--- config.mk ---
export PLATFORM = sky130hd
export DESIGN_NAME = change_dispenser
export DESIGN_NICKNAME = d
export VERILOG_FILES = /design/src/rtl/reseller_pkg.sv /design/src/rtl/dispense_timer.sv /design/src/rtl/change_dispenser.sv
export SDC_FILE = /design/constraint.sdc
export NUM_CORES = 1
export LEC_CHECK = 0
export CAP_MARGIN = 20
export CORE_MARGIN = 2
export CORE_UTILIZATION = 44
export DETAILED_ROUTE_END_ITERATION = 16
export GPL_ROUTABILITY_DRIVEN = 0
export PLACE_DENSITY_LB_ADDON = 0.3
export REMOVE_ABC_BUFFERS = 1
export SETUP_SLACK_MARGIN = 0.3
export SYNTH_ARGS = -nofsm -noshare
export SYNTH_HDL_FRONTEND = slang
export SYNTH_SLANG_ARGS = --single-unit
--- constraint.sdc ---
create_clock -name clk -period 1.6 [get_ports clk]
set_clock_uncertainty 0.05 [all_clocks]
set_input_delay 0.32 -clock clk [delete_from_list [all_inputs] [get_ports clk]]
set_output_delay 0.32 -clock clk [all_outputs]
set_load 0.05 [all_outputs]
--- src/rtl/reseller_pkg.sv ---
// Shared vending-datapath definitions: payout FSM state encoding and default coin denominations.
package reseller_pkg;

    localparam logic [2:0] ST_IDLE   = 3'd0;
    localparam logic [2:0] ST_SELECT = 3'd1;
    localparam logic [2:0] ST_EJECT  = 3'd2;
    localparam logic [2:0] ST_GAP    = 3'd3;
    localparam logic [2:0] ST_DONE   = 3'd4;
    localparam logic [2:0] ST_FAULT  = 3'd5;

    typedef enum logic [2:0] {
        S_IDLE   = ST_IDLE,
        S_SELECT = ST_SELECT,
        S_EJECT  = ST_EJECT,
        S_GAP    = ST_GAP,
        S_DONE   = ST_DONE,
        S_FAULT  = ST_FAULT
    } state_t;

    localparam int COIN_HI_DEFAULT = 5;
    localparam int COIN_LO_DEFAULT = 1;

endpackage

--- src/rtl/dispense_timer.sv ---
// Wait counter for the EJECT state; tc flags the last permitted cycle before a hopper timeout.
module dispense_timer #(
    parameter int LIMIT = 1023,
    parameter int CW    = $clog2(LIMIT + 1)
) (
    input  logic clk,
    input  logic rst,
    input  logic clr,
    input  logic en,
    output logic tc
);

    logic [CW-1:0] cnt;

    assign tc = (cnt == CW'(LIMIT - 1));

    always_ff @(posedge clk) begin
        if (rst || clr)
            cnt <= '0;
        else if (en && !tc)
            cnt <= cnt + 1'b1;
    end

endmodule

--- src/rtl/change_dispenser.sv ---
// Change-return controller: pays out the owed amount one coin at a time over a req/ack hopper handshake.
// Optional hopper timeout and sticky fault are built only when DISPENSE_TIMEOUT_EN is defined.
module change_dispenser
    import reseller_pkg::*;
#(
    parameter int WIDTH          = 8,
    parameter int COIN_HI        = COIN_HI_DEFAULT,
    parameter int COIN_LO        = COIN_LO_DEFAULT,
    parameter int TIMEOUT_CYCLES = 1023
) (
    input  logic             clk,
    input  logic             rst,
    input  logic             start,
    input  logic [WIDTH-1:0] amount,
    output logic             eject_hi,
    output logic             eject_lo,
    input  logic             eject_ack,
    output logic             busy,
    output logic             done,
    output logic [WIDTH-1:0] remaining,
    output logic [WIDTH-1:0] coin_cnt,
    output logic             fault
);

    localparam logic [WIDTH-1:0] HI_V = WIDTH'(COIN_HI);
    localparam logic [WIDTH-1:0] LO_V = WIDTH'(COIN_LO);

    if (COIN_LO < 1 || COIN_HI < COIN_LO || TIMEOUT_CYCLES < 1) begin : g_bad_param
        $error("change_dispenser: invalid coin or timeout parameters");
    end

    state_t state;

`ifdef DISPENSE_TIMEOUT_EN
    logic tmo_tc;
    logic fault_q;

    dispense_timer #(.LIMIT(TIMEOUT_CYCLES)) u_timer (
        .clk (clk),
        .rst (rst),
        .clr (state == S_SELECT),
        .en  (state == S_EJECT),
        .tc  (tmo_tc)
    );

    assign fault = fault_q;
`else
    assign fault = 1'b0;
`endif

    always_ff @(posedge clk) begin
        if (rst) begin
            state     <= S_IDLE;
            eject_hi  <= 1'b0;
            eject_lo  <= 1'b0;
            busy      <= 1'b0;
            done      <= 1'b0;
            remaining <= '0;
            coin_cnt  <= '0;
`ifdef DISPENSE_TIMEOUT_EN
            fault_q   <= 1'b0;
`endif
        end else begin
            case (state)
                S_IDLE: begin
                    if (start) begin
                        remaining <= amount;
                        coin_cnt  <= '0;
                        busy      <= 1'b1;
                        // Nothing owed: skip straight to the completion pulse.
                        if (amount == '0) begin
                            done  <= 1'b1;
                            state <= S_DONE;
                        end else begin
                            state <= S_SELECT;
                        end
                    end
                end
                S_SELECT: begin
                    if (remaining >= HI_V)
                        eject_hi <= 1'b1;
                    else
                        eject_lo <= 1'b1;
                    state <= S_EJECT;
                end
                S_EJECT: begin
                    if (eject_ack) begin
                        remaining <= remaining - (eject_hi ? HI_V : LO_V);
                        coin_cnt  <= coin_cnt + 1'b1;
                        eject_hi  <= 1'b0;
                        eject_lo  <= 1'b0;
                        state     <= S_GAP;
                    end
`ifdef DISPENSE_TIMEOUT_EN
                    else if (tmo_tc) begin
                        eject_hi <= 1'b0;
                        eject_lo <= 1'b0;
                        busy     <= 1'b0;
                        fault_q  <= 1'b1;
                        state    <= S_FAULT;
                    end
`endif
                end
                S_GAP: begin
                    if (remaining == '0) begin
                        done  <= 1'b1;
                        state <= S_DONE;
                    end else begin
                        state <= S_SELECT;
                    end
                end
                S_DONE: begin
                    done  <= 1'b0;
                    busy  <= 1'b0;
                    state <= S_IDLE;
                end
                S_FAULT: begin
                    state <= S_FAULT;
                end
                default: begin
                    state <= S_IDLE;
                end
            endcase
        end
    end

endmodule

======== Word level (Yosys, flattened, before mapping) ========
Cells that the tools add are included.
word-level totals
  flip-flop bits (word level) ............. 23
  bits in latches ......................... 0
  bits in writable memories ............... 0
  bits in read-only memories .............. 0
  input port bits ......................... 12
  output and inout port bits .............. 21
  logic and storage cells ................. 57
  memories ................................ 0
cells by class
  $add $sub $neg .......................... 2
  multipliers ............................. 0
  div/mod/pow operators ................... 0
  $lt $le $gt $ge ......................... 1
  equality and inequality tests ........... 11
  shifts and indexed selects .............. 0
  muxes and demuxes ....................... 23
  bitwise logic cells ..................... 0
  reductions and logical operators ........ 13
operator list
  operator               number
  $mux W8                4
  $pmux W8 S2            2
  $logic_not A8 Y1       2
  $mux W3                5
  $pmux W3 S5            1
  $ne A2 B2 Y1 const B   6
  $reduce_and A3 Y1      3
  $add A8 B1 Y8 const B  1
  $ge A8 B3 Y1 const B   1
  $sub A8 B3 Y8          1
  $mux W1                7
  $eq A3 B2 Y1 const B   2
  $eq A3 B3 Y1 const B   2
  $pmux W1 S2            3
  $reduce_bool A2 Y1     3
  $reduce_and A2 Y1      2
  $reduce_and A4 Y1      1
  $eq A3 B1 Y1 const B   1
  $logic_not A3 Y1       1
  $pmux W1 S3            1
  $reduce_bool A3 Y1     1

======== Depth between registers and ports, before layout ========
Gate-level depths: netlist of run 1.
  word-level depth ........................ 4
  mapped depth ............................ 6
  depth with buffers taken out ............ 6

======== Worst setup path after synthesis of run 1 ========
No wires, ideal clock.
  path type ............................... register to register
  from .................................... register eject_hi
  to ...................................... register remaining[5]
  library setup time ...................... 0.125 ns
  data arrival time ....................... 1.923 ns
  required time ........................... 1.425 ns
  slack ................................... -0.497 ns
  stages on the path, launching flop included .. 7
  path buffers ............................ 0
  clock period less this slack ............ 2.097 ns
  cell sequence ........................... dfxtp_1 -> inv_1 -> ha_1 -> o21a_1 -> or4_2 -> a21oi_1 -> o32ai_1
on the way
  word-level cells in the longest chain between the ends .. 4
ends and longest elaborated chain
  item                      RTL line                RTL
  start: declaration        change_dispenser.sv:15  output logic eject_hi,
  start signal: assignment  change_dispenser.sv:54  eject_hi <= 1'b0;
  start signal: assignment  change_dispenser.sv:81  eject_hi <= 1'b1;
  start signal: assignment  change_dispenser.sv:90  eject_hi <= 1'b0;
  $mux W3                   change_dispenser.sv:88  remaining <= remaining - (eject_hi ? HI_V : LO_V);
  $sub A8 B3 Y8             change_dispenser.sv:88
  $mux W8                   change_dispenser.sv:87  if (eject_ack) begin
  $pmux W8 S2               change_dispenser.sv:64  case (state)
  end signal: assignment    change_dispenser.sv:67  remaining <= amount;
  end signal: assignment    change_dispenser.sv:88
  end: declaration          change_dispenser.sv:20  output logic [WIDTH-1:0] remaining,
No other way between the ends. The select of a mux whose other input is x is not followed.
A chain may end at the register's enable or synchronous reset.

======== Worst setup path in the final report of run 1 ========
  from .................................... input amount[2]
  to ...................................... register state[2]
on the way
  word-level cells in the longest chain between the ends .. 4
ends and longest elaborated chain
  item                    RTL line                RTL
  start: declaration      change_dispenser.sv:14  input logic [WIDTH-1:0] amount,
  $logic_not A8 Y1        change_dispenser.sv:71  if (amount == '0) begin
  $mux W3                 change_dispenser.sv:71
  $mux W3                 change_dispenser.sv:66  if (start) begin
  $pmux W3 S5             change_dispenser.sv:64
  end signal: assignment  change_dispenser.sv:73  state <= S_DONE;
  end signal: assignment  change_dispenser.sv:75  state <= S_SELECT;
  end signal: assignment  change_dispenser.sv:84  state <= S_EJECT;
  end: declaration        change_dispenser.sv:32  state_t state;
No other way between the ends. The select of a mux whose other input is x is not followed.

==> results of run 1 <==
-- where the power goes --
group | leakage [uW] | internal [uW] | switching (uW)
registers | 0.000198 | 648 | 94.2
logic | 0.000862 | 932 | 991
clock network | 0.0000150 | 98.3 | 212
-- flip-flops by register name, summed over array words and instances (netlist names) --
signal and flops:
coin_cnt 8, remaining 8, state 3, busy 1, done 1, eject_hi 1
eject_lo 1
-- final cells by class --
| class | instances | area share (%) |
|---|---|---|
| Sequential cell | 23 | 18.0 |
| Timing Repair Buffer | 90 | 37.4 |
| Tap cell | 33 | 1.49 |
| Multi-Input combinational cell | 124 | 41.0 |
| Clock buffer | 4 | 0.945 |
| Inverter | 9 | 1.22 |
-- synth_stat cells (all sizes together) (4+ instances only) --
library cell,count,area [um^2]
nor3,11,65.1
nor2,18,67.6
nand2,9,33.8
dfxtp,23,460
nor4,6,37.5
buf,5,40.0
nand2b,4,25.0
ha,4,50.1
inv,9,33.8
clkbuf,4,36.3
a21oi,11,55.1
xnor2,4,35.0
-- worst min-delay path: cells and delay by family --
| kind | cells | cell delay, ns |
|---|---|---|
| buf+inv | 1 | 0.30 |
| compound gates | 2 | 0.21 |
-- routing by layer --
layer / wire length, um / part of all wire [%] / up-vias / global-route usage [%]
met5: 0 / 0 / - / 0
met3: 728 / 9.6 / 73 / 4.98
li1: - / - / 773 / -
met2: 3690 / 49 / 190 / 58.9
met4: 678 / 8.9 / 0 / 17.8
met1: 2510 / 33 / 922 / 33.4
-- cells by family after synthesis --
| family | count (synthesis) | share of synthesized area, % |
|---|---|---|
| and+or+nand+nor | 72 | 29.5 |
| adders and majority gates | 4 | 3.63 |
| buffers and inverters | 18 | 7.99 |
| xor gates and xnor gates | 7 | 4.45 |
| muxes | 2 | 1.54 |
| AOI/OAI and AO/OA | 37 | 19.2 |
| DFF | 23 | 33.4 |
| other | 1 | 0.272 |
-- timing repair --
action	4_1_cts	5_1_grt
gates resized for setup	69	52
setup buffers	11	12
gates cloned	0	1
pin swaps	15	19
setup endpoints to repair	37	36
-- per-stage QoR --
| step | power, uW | instances |
|---|---|---|
| floorplan | 1320 | 155 |
| global placement | 1860 | 255 |
| detailed placement | 1900 | 255 |
| CTS | 2450 | 270 |
| global route | 3060 | 283 |
| finish | 2980 | 283 |
-- worst paths after layout --
kind,start,cells after the start,endpoint
setup / recovery,amount[2],5,state[2]
hold / removal,start,3,busy
setup reg to reg,remaining[4],4,state[2]
hold reg to reg,remaining[7],2,remaining[7]
==> results by stage, run 1 <==
Floorplanning:
- From bottom edge to top edge, the die measures 60.0 um.
- In this run the standard cell core region covers 3000 um^2.
- The initial core utilization is 45.9%.
- The die outline width is 60.0 um.
- During I/O placement, the number of pins put on the boundary was 33.
- In this run the core area contains 20 standard-cell rows.
- The die area is 3590 um^2.

Routing:
- After the first detailed-routing iteration, the DRC count stood at 162.
- After detailed routing, the number of remaining DRC violations is 0.
- After detailed routing, the number of vias per cell comes to 6.92.
- The routed wire length is 7610 um.
- The pre-antenna-repair detailed-routing pass consisted of 5 iterations.
- After detailed routing, the average wire length per cell comes to 26.9 um.
- The total number of vias is 1,958.
- The count of nets left with antenna violations once routing finished came out at 0.

Timing:
- The minimum clock period is 1.87 ns.
- The max-slew violation total from the final report came to 0.
- The total of endpoints with negative setup slack in the final report is 5.
- The transition time at the pin with the least slew margin is 0.498 ns.
- Setup repair after global routing could not meet its margin everywhere.
- The final worst-path cycle share is 117%.
- For the final routed database, the setup TNS stands at -0.584 ns.
- For this run, the top clock speed supported by timing is 535 MHz.
- The final-report hold violation count is 0.
- The final worst slack is -0.269 ns.
- The headroom to the max-slew limit is 66.5%.
- The worst slack on hold paths is 0.486 ns.

Critical path:
- The sum of buffers and inverters on the critical path is 1.
- The type of element launching the critical path is a primary input.
- The required time at the endpoint of the critical path is 1.80 ns.
- For this design, the slowest cell found on the critical path is sky130_fd_sc_hd__nor4_2.
- The signal on the critical path passes through clkdlybuf4s50_1 -> nor4_2 -> nand2_1 -> o32a_1 -> a21boi_1.
- The kind of capture point of the worst setup path is a flop.
- The critical path in this run is classified as in -> reg.
- Of all nets on the critical path, the largest fanout is 2.
- The delay contributed by the slowest stage of the critical path is 0.52 ns.
- The worst path arrival time is 2.07 ns.
- Among cell families on the critical path, the largest total delay comes from simple AND/OR/NAND/NOR gates.
- The reg-to-reg setup timing slack is -0.21 ns.

Clock network:
- The hold-fix buffer count after cts is 0.
- In this run the number of H-tree levels came out at 1.
- Counting every sink on the clock net gives 23.
- The clock-pin slew reported for the worst setup and hold paths after clock tree synthesis is 0.13 ns.
- The later pin in the worst-skew pair is clocked with a latency of 0.35 ns.
- The TritonCTS clock tree is built.
- The clock passes through at most 2 buffers.
- The number of buffers created by CTS is 3.
- The root buffer cell chosen for the clock tree is sky130_fd_sc_hd__clkbuf_4.

Logic synthesis:
- The average instance in the mapped netlist occupies 8.40 um^2.
- The dominant synthesized flop cell is sky130_fd_sc_hd__dfxtp_1.
- Counting flops with an async set or reset pin after synthesis yields a share of 0%.
- The sequential cell area fraction in the yosys report is 33.4%.
- The synthesized netlist occupies a cell area of 1380 um^2.
- The post-synthesis sequential element count is 23.
- Synthesis produced 164 cells.
- The synthesized netlist contains 55 unique library cells.
- The number of enable-type register cells in the synthesized netlist is 0.
- The number of warnings issued by yosys is 0.

Global routing:
- Across every metal layer, demand over resource in global routing totals 31.7%.
- The number of global-route vias before repair was 1,750.
- The total overflow left after global routing is 0.
- The first global-routing pass estimated 8360 um of wire.
- Entering global routing, the biggest net connects 13 pins.
- The number of antenna violations at the first check in global routing is 0.

Finish:
- The area growth from synthesis to layout is 102%.
- Fill cells in the final layout number 95.
- In the final layout, flip-flops and latches occupy 499 um^2.
- The number of antenna cells inserted is 0.
- The final core area utilization is 92.6%.
- The net count reported at finish is 267.
- The library cells used most frequently in the layout, excluding fill and tap cells, are 35 x sky130_fd_sc_hd__buf_4, 24 x sky130_fd_sc_hd__buf_6, 20 x sky130_fd_sc_hd__buf_12.
- Leaving out fill and tap cells, the most frequent cell in the layout is sky130_fd_sc_hd__buf_4.
- In the final layout, the multi-input gates occupy 1140 um^2.
- Of the cells placed in the final design, the portion with a size suffix greater than 1 is 63.6%.
- Summing all non-filler instances in the final layout gives an area of 2780 um^2.

Placement:
- The worst-case setup slack after placement is -0.413 ns.
- The number of input and output port buffers inserted is 31.
- The area of placed instances is 2120 um^2.
- Summed over all nets, the half-perimeter wirelength after detailed placement is 3230 um.

Flow run:
- The tool flagged a number of max-cap violations equal to 0.

Outcome:
- The run finished, with violations left.
- The checks that failed: setup timing.

Pwr:
- The ratio of total power to cell area is 1070 nW/um^2.
- Across the VDD grid, the largest voltage drop is 0.550 mV.
- The leakage power total is 0.00108 uW.

Min path:
- The class of the worst hold path is in -> reg.
Power figures use the tool's default switching activity.
==> run 2, diff against run 1 <==
- TNS_END_PERCENT: not set -> 10
==> results by stage, run 2 (synthesized netlist as in run 1, its figures left out) <==
Clock network:
- The clock root buffer is sky130_fd_sc_hd__clkbuf_4.
- TritonCTS built the clock tree.
- Counting along the longest clock path gives a buffer depth of 2.
- The hold-fix buffer count after cts is 0.
- The TritonCTS sink count is 23.
- The clock-pin slew reported for the worst setup and hold paths after clock tree synthesis is 0.15 ns.
- The later pin in the worst-skew pair is clocked with a latency of 0.34 ns.
- The number of buffers created by CTS is 3.
- CTS built an H-tree with a depth of 1.

Global routing:
- Entering global routing, the biggest net connects 13 pins.
- The total overflow left after global routing is 0.
- The global-route wire length before repair is 7960 um.
- The aggregate global-route resource usage is 29.5%.
- The number of antenna violations at the first check in global routing is 0.
- The number of global-route vias before repair is 1,764.

Pwr:
- The proportion of power drawn by the clock network is 11.2%.
- The internal cell power is 1560 uW.
- The switching power of the nets is 1110 uW.
- In this run the static leakage power is 0.000994 uW.
- Dividing total power by cell area gives a power density of 1040 nW/um^2.
- The share of total power dissipated in combinational logic is 61.2%.
- Across the VDD grid, the largest voltage drop is 0.531 mV.
- Of the total power, the share spent switching nets is 41.6%.
- Registers are responsible for 27.7% of the overall power.

Finish:
- The net count reported at finish is 253.
- The number of antenna cells inserted is 0.
- The count of filler cells inserted in the layout is 149.
- Cells fill 85.2% of the core in the end.
- The library cell used most frequently in the layout, excluding fill and tap cells, is sky130_fd_sc_hd__buf_4.
- Leaving out fill and tap cells, the most frequent cells in the layout are 30 x sky130_fd_sc_hd__buf_4, 20 x sky130_fd_sc_hd__buf_12, 15 x sky130_fd_sc_hd__nor2_1, 15 x sky130_fd_sc_hd__buf_6, 14 x sky130_fd_sc_hd__dfxtp_2.
- In the final layout, the registers with the most flip-flops are coin_cnt: 8 flops, remaining: 8 flops, state: 3 flops.
- Relative to the synthesized area, the layout overhead comes to 85.7%.
- In the final layout, the share of cells above drive strength 1 is 57.2%.

Routing:
- The average via count per standard cell is 6.48.
- After detailed routing, the total wire length is 5730 um.
- The remaining antenna violation count is 0.
- The number of iterations in the first detailed-routing pass is 4.
- The total number of vias is 1,744.
- In this run, the number of DRC markers left after iteration 0 of detailed routing was 139.
- In the routed design, unresolved DRC markers number 0.
- Dividing the detail-routed wire length by the instance count gives 21.3 um.

Flow run:
- Max-cap violations in this run came to 0.

Floorplanning:
- 33 I/O pins were placed.
- The floorplan has 20 rows.
- The placeable core region is 3000 um^2.
- The die outline width is 60.0 um.
- The floorplan step defined a die boundary enclosing 3590 um^2.
- The die is 60.0 um tall.
- The initial core utilization is 45.9%.

Timing:
- The max-slew violation total from the final report is 0.
- The worst slack on hold paths is 0.403 ns.
- The smallest clock period supported by the final layout is computed as 1.67 ns.
- The final worst-path cycle share is 104%.
- For this run, the top clock speed supported by timing is 598 MHz.
- The final-report hold violation count is 0.
- In the post-route analysis, the smallest setup slack over all paths is -0.0716 ns.
- Setup repair after global routing could not meet its margin everywhere.
- Setup violations remaining at the end of the flow were counted as 5.

Outcome:
- The checks that failed: setup timing.
- The flow ran to the end, but the final reports show violations.

Critical path:
- The reg-to-reg setup timing slack is -0.07 ns.
- The maximum fanout along the worst path is 5.
- The number of cells on the worst reg-to-reg path is 3.
- Among all stages on the critical path, the largest delay is contributed by sky130_fd_sc_hd__or4_4.
- The critical path contains buffers and inverters numbering 0 combined.
- The critical path starts at remaining[3].
- The type of element launching the critical path is a flop.
- The critical register-to-register path startpoint is remaining[3].
- For the worst setup path, the data arrival time is 1.84 ns.
- At the worst endpoint, the required time is 1.77 ns.
- Traced cell by cell, the critical path runs through or4_4 -> o31a_1 -> o31a_1.
- The delay contributed by the slowest stage of the critical path is 0.58 ns.
- By startpoint and endpoint, the worst setup path is classified as reg -> reg.
- The endpoint identified for the worst register-to-register timing path is state[0].
- The most frequent cell on the critical path is sky130_fd_sc_hd__o31a_1.
- The kind of capture point of the worst setup path is a flop.
- The largest delay contributor family on the critical path is simple AND/OR/NAND/NOR gates.

Min path:
- The class of the worst hold path is in -> reg.
- The worst hold path begins at start.
- The number of instances on the worst hold path is 3.
- For hold timing, the worst endpoint is busy.

Placement:
- The estimated wirelength of the detail-placed design is 3230 um.
- The count of buffers added on input and output ports is 31.
-- run 2: cell types whose count changed in the layout (fill, tap and decap cells not counted), sizes merged --
cell / change
dlymetal6s2s: +2
buf: -14
dlygate4sd2: -2
-- run 2: area by class of cell --
class | instances | area (um^2) | share of cell area (%)
repair buffers | 76 | 910 | 35.6
flip-flops and latches | 23 | 489 | 19.1
inverters | 9 | 33.8 | 1.32
clock buffers | 4 | 26.3 | 1.03
well taps | 33 | 41.3 | 1.61
multi-input cells | 124 | 1060 | 41.4
-- run 2: power by group through the flow --
| stage | combinational, uW | clock (uW) | sequential [uW] |
|---|---|---|---|
| final | 1630 | 297 | 737 |
| after global routing | 1700 | 324 | 741 |
| after CTS | 1380 | 301 | 718 |
| after detailed placement | 1180 | 0 | 717 |
| after global placement | 1140 | 0 | 712 |
| after floorplan | 425 | 0 | 897 |
-- run 2: worst max path at each step --
stage | endpoint | cells after the start
3_5_place_dp | state[2] | 5
6_report | state[0] | 3
5_1_grt | state[2] | 5
2_1_floorplan | remaining[5] | 6
3_3_place_gp | state[2] | 5
4_1_cts | state[0] | 3
-- run 2: worst reg2reg max path: stages, from the launching register on --
cell and delay [ns]:
sky130_fd_sc_hd__dfxtp_2 0.37, sky130_fd_sc_hd__or4_4 0.58, sky130_fd_sc_hd__o31a_1 0.29, sky130_fd_sc_hd__o31a_1 0.26
-- run 2: per-stage QoR --
stage | power (uW) | setup slack (ns) | TNS (ns) | std cells | area (um^2)
after floorplan | 1320 | -0.497 | -2.70 | 155 | 1300
after global placement | 1860 | -0.274 | -2.78 | 255 | 2120
after detailed placement | 1900 | -0.413 | -3.76 | 255 | 2120
after CTS | 2400 | -0.0172 | -0.0398 | 266 | 2370
after global routing | 2760 | -0.207 | -0.674 | 269 | 2560
final | 2660 | -0.0716 | -0.206 | 269 | 2560
-- run 2: layer usage --
metal	vias up	part of all wire (%)	track usage (%)
li1	745	-	-
met1	826	35	32.4
met2	132	50	53.1
met3	41	7.8	4.11
met4	0	6.9	17.1
met5	-	0	0
-- run 2: repair_timing --
action | in CTS | in global routing
pin swaps | 13 | 11
buffers inserted | 7 | 2
gates cloned | 0 | 1
resized for setup | 56 | 35
endpoints found under the setup margin | 37 | 35
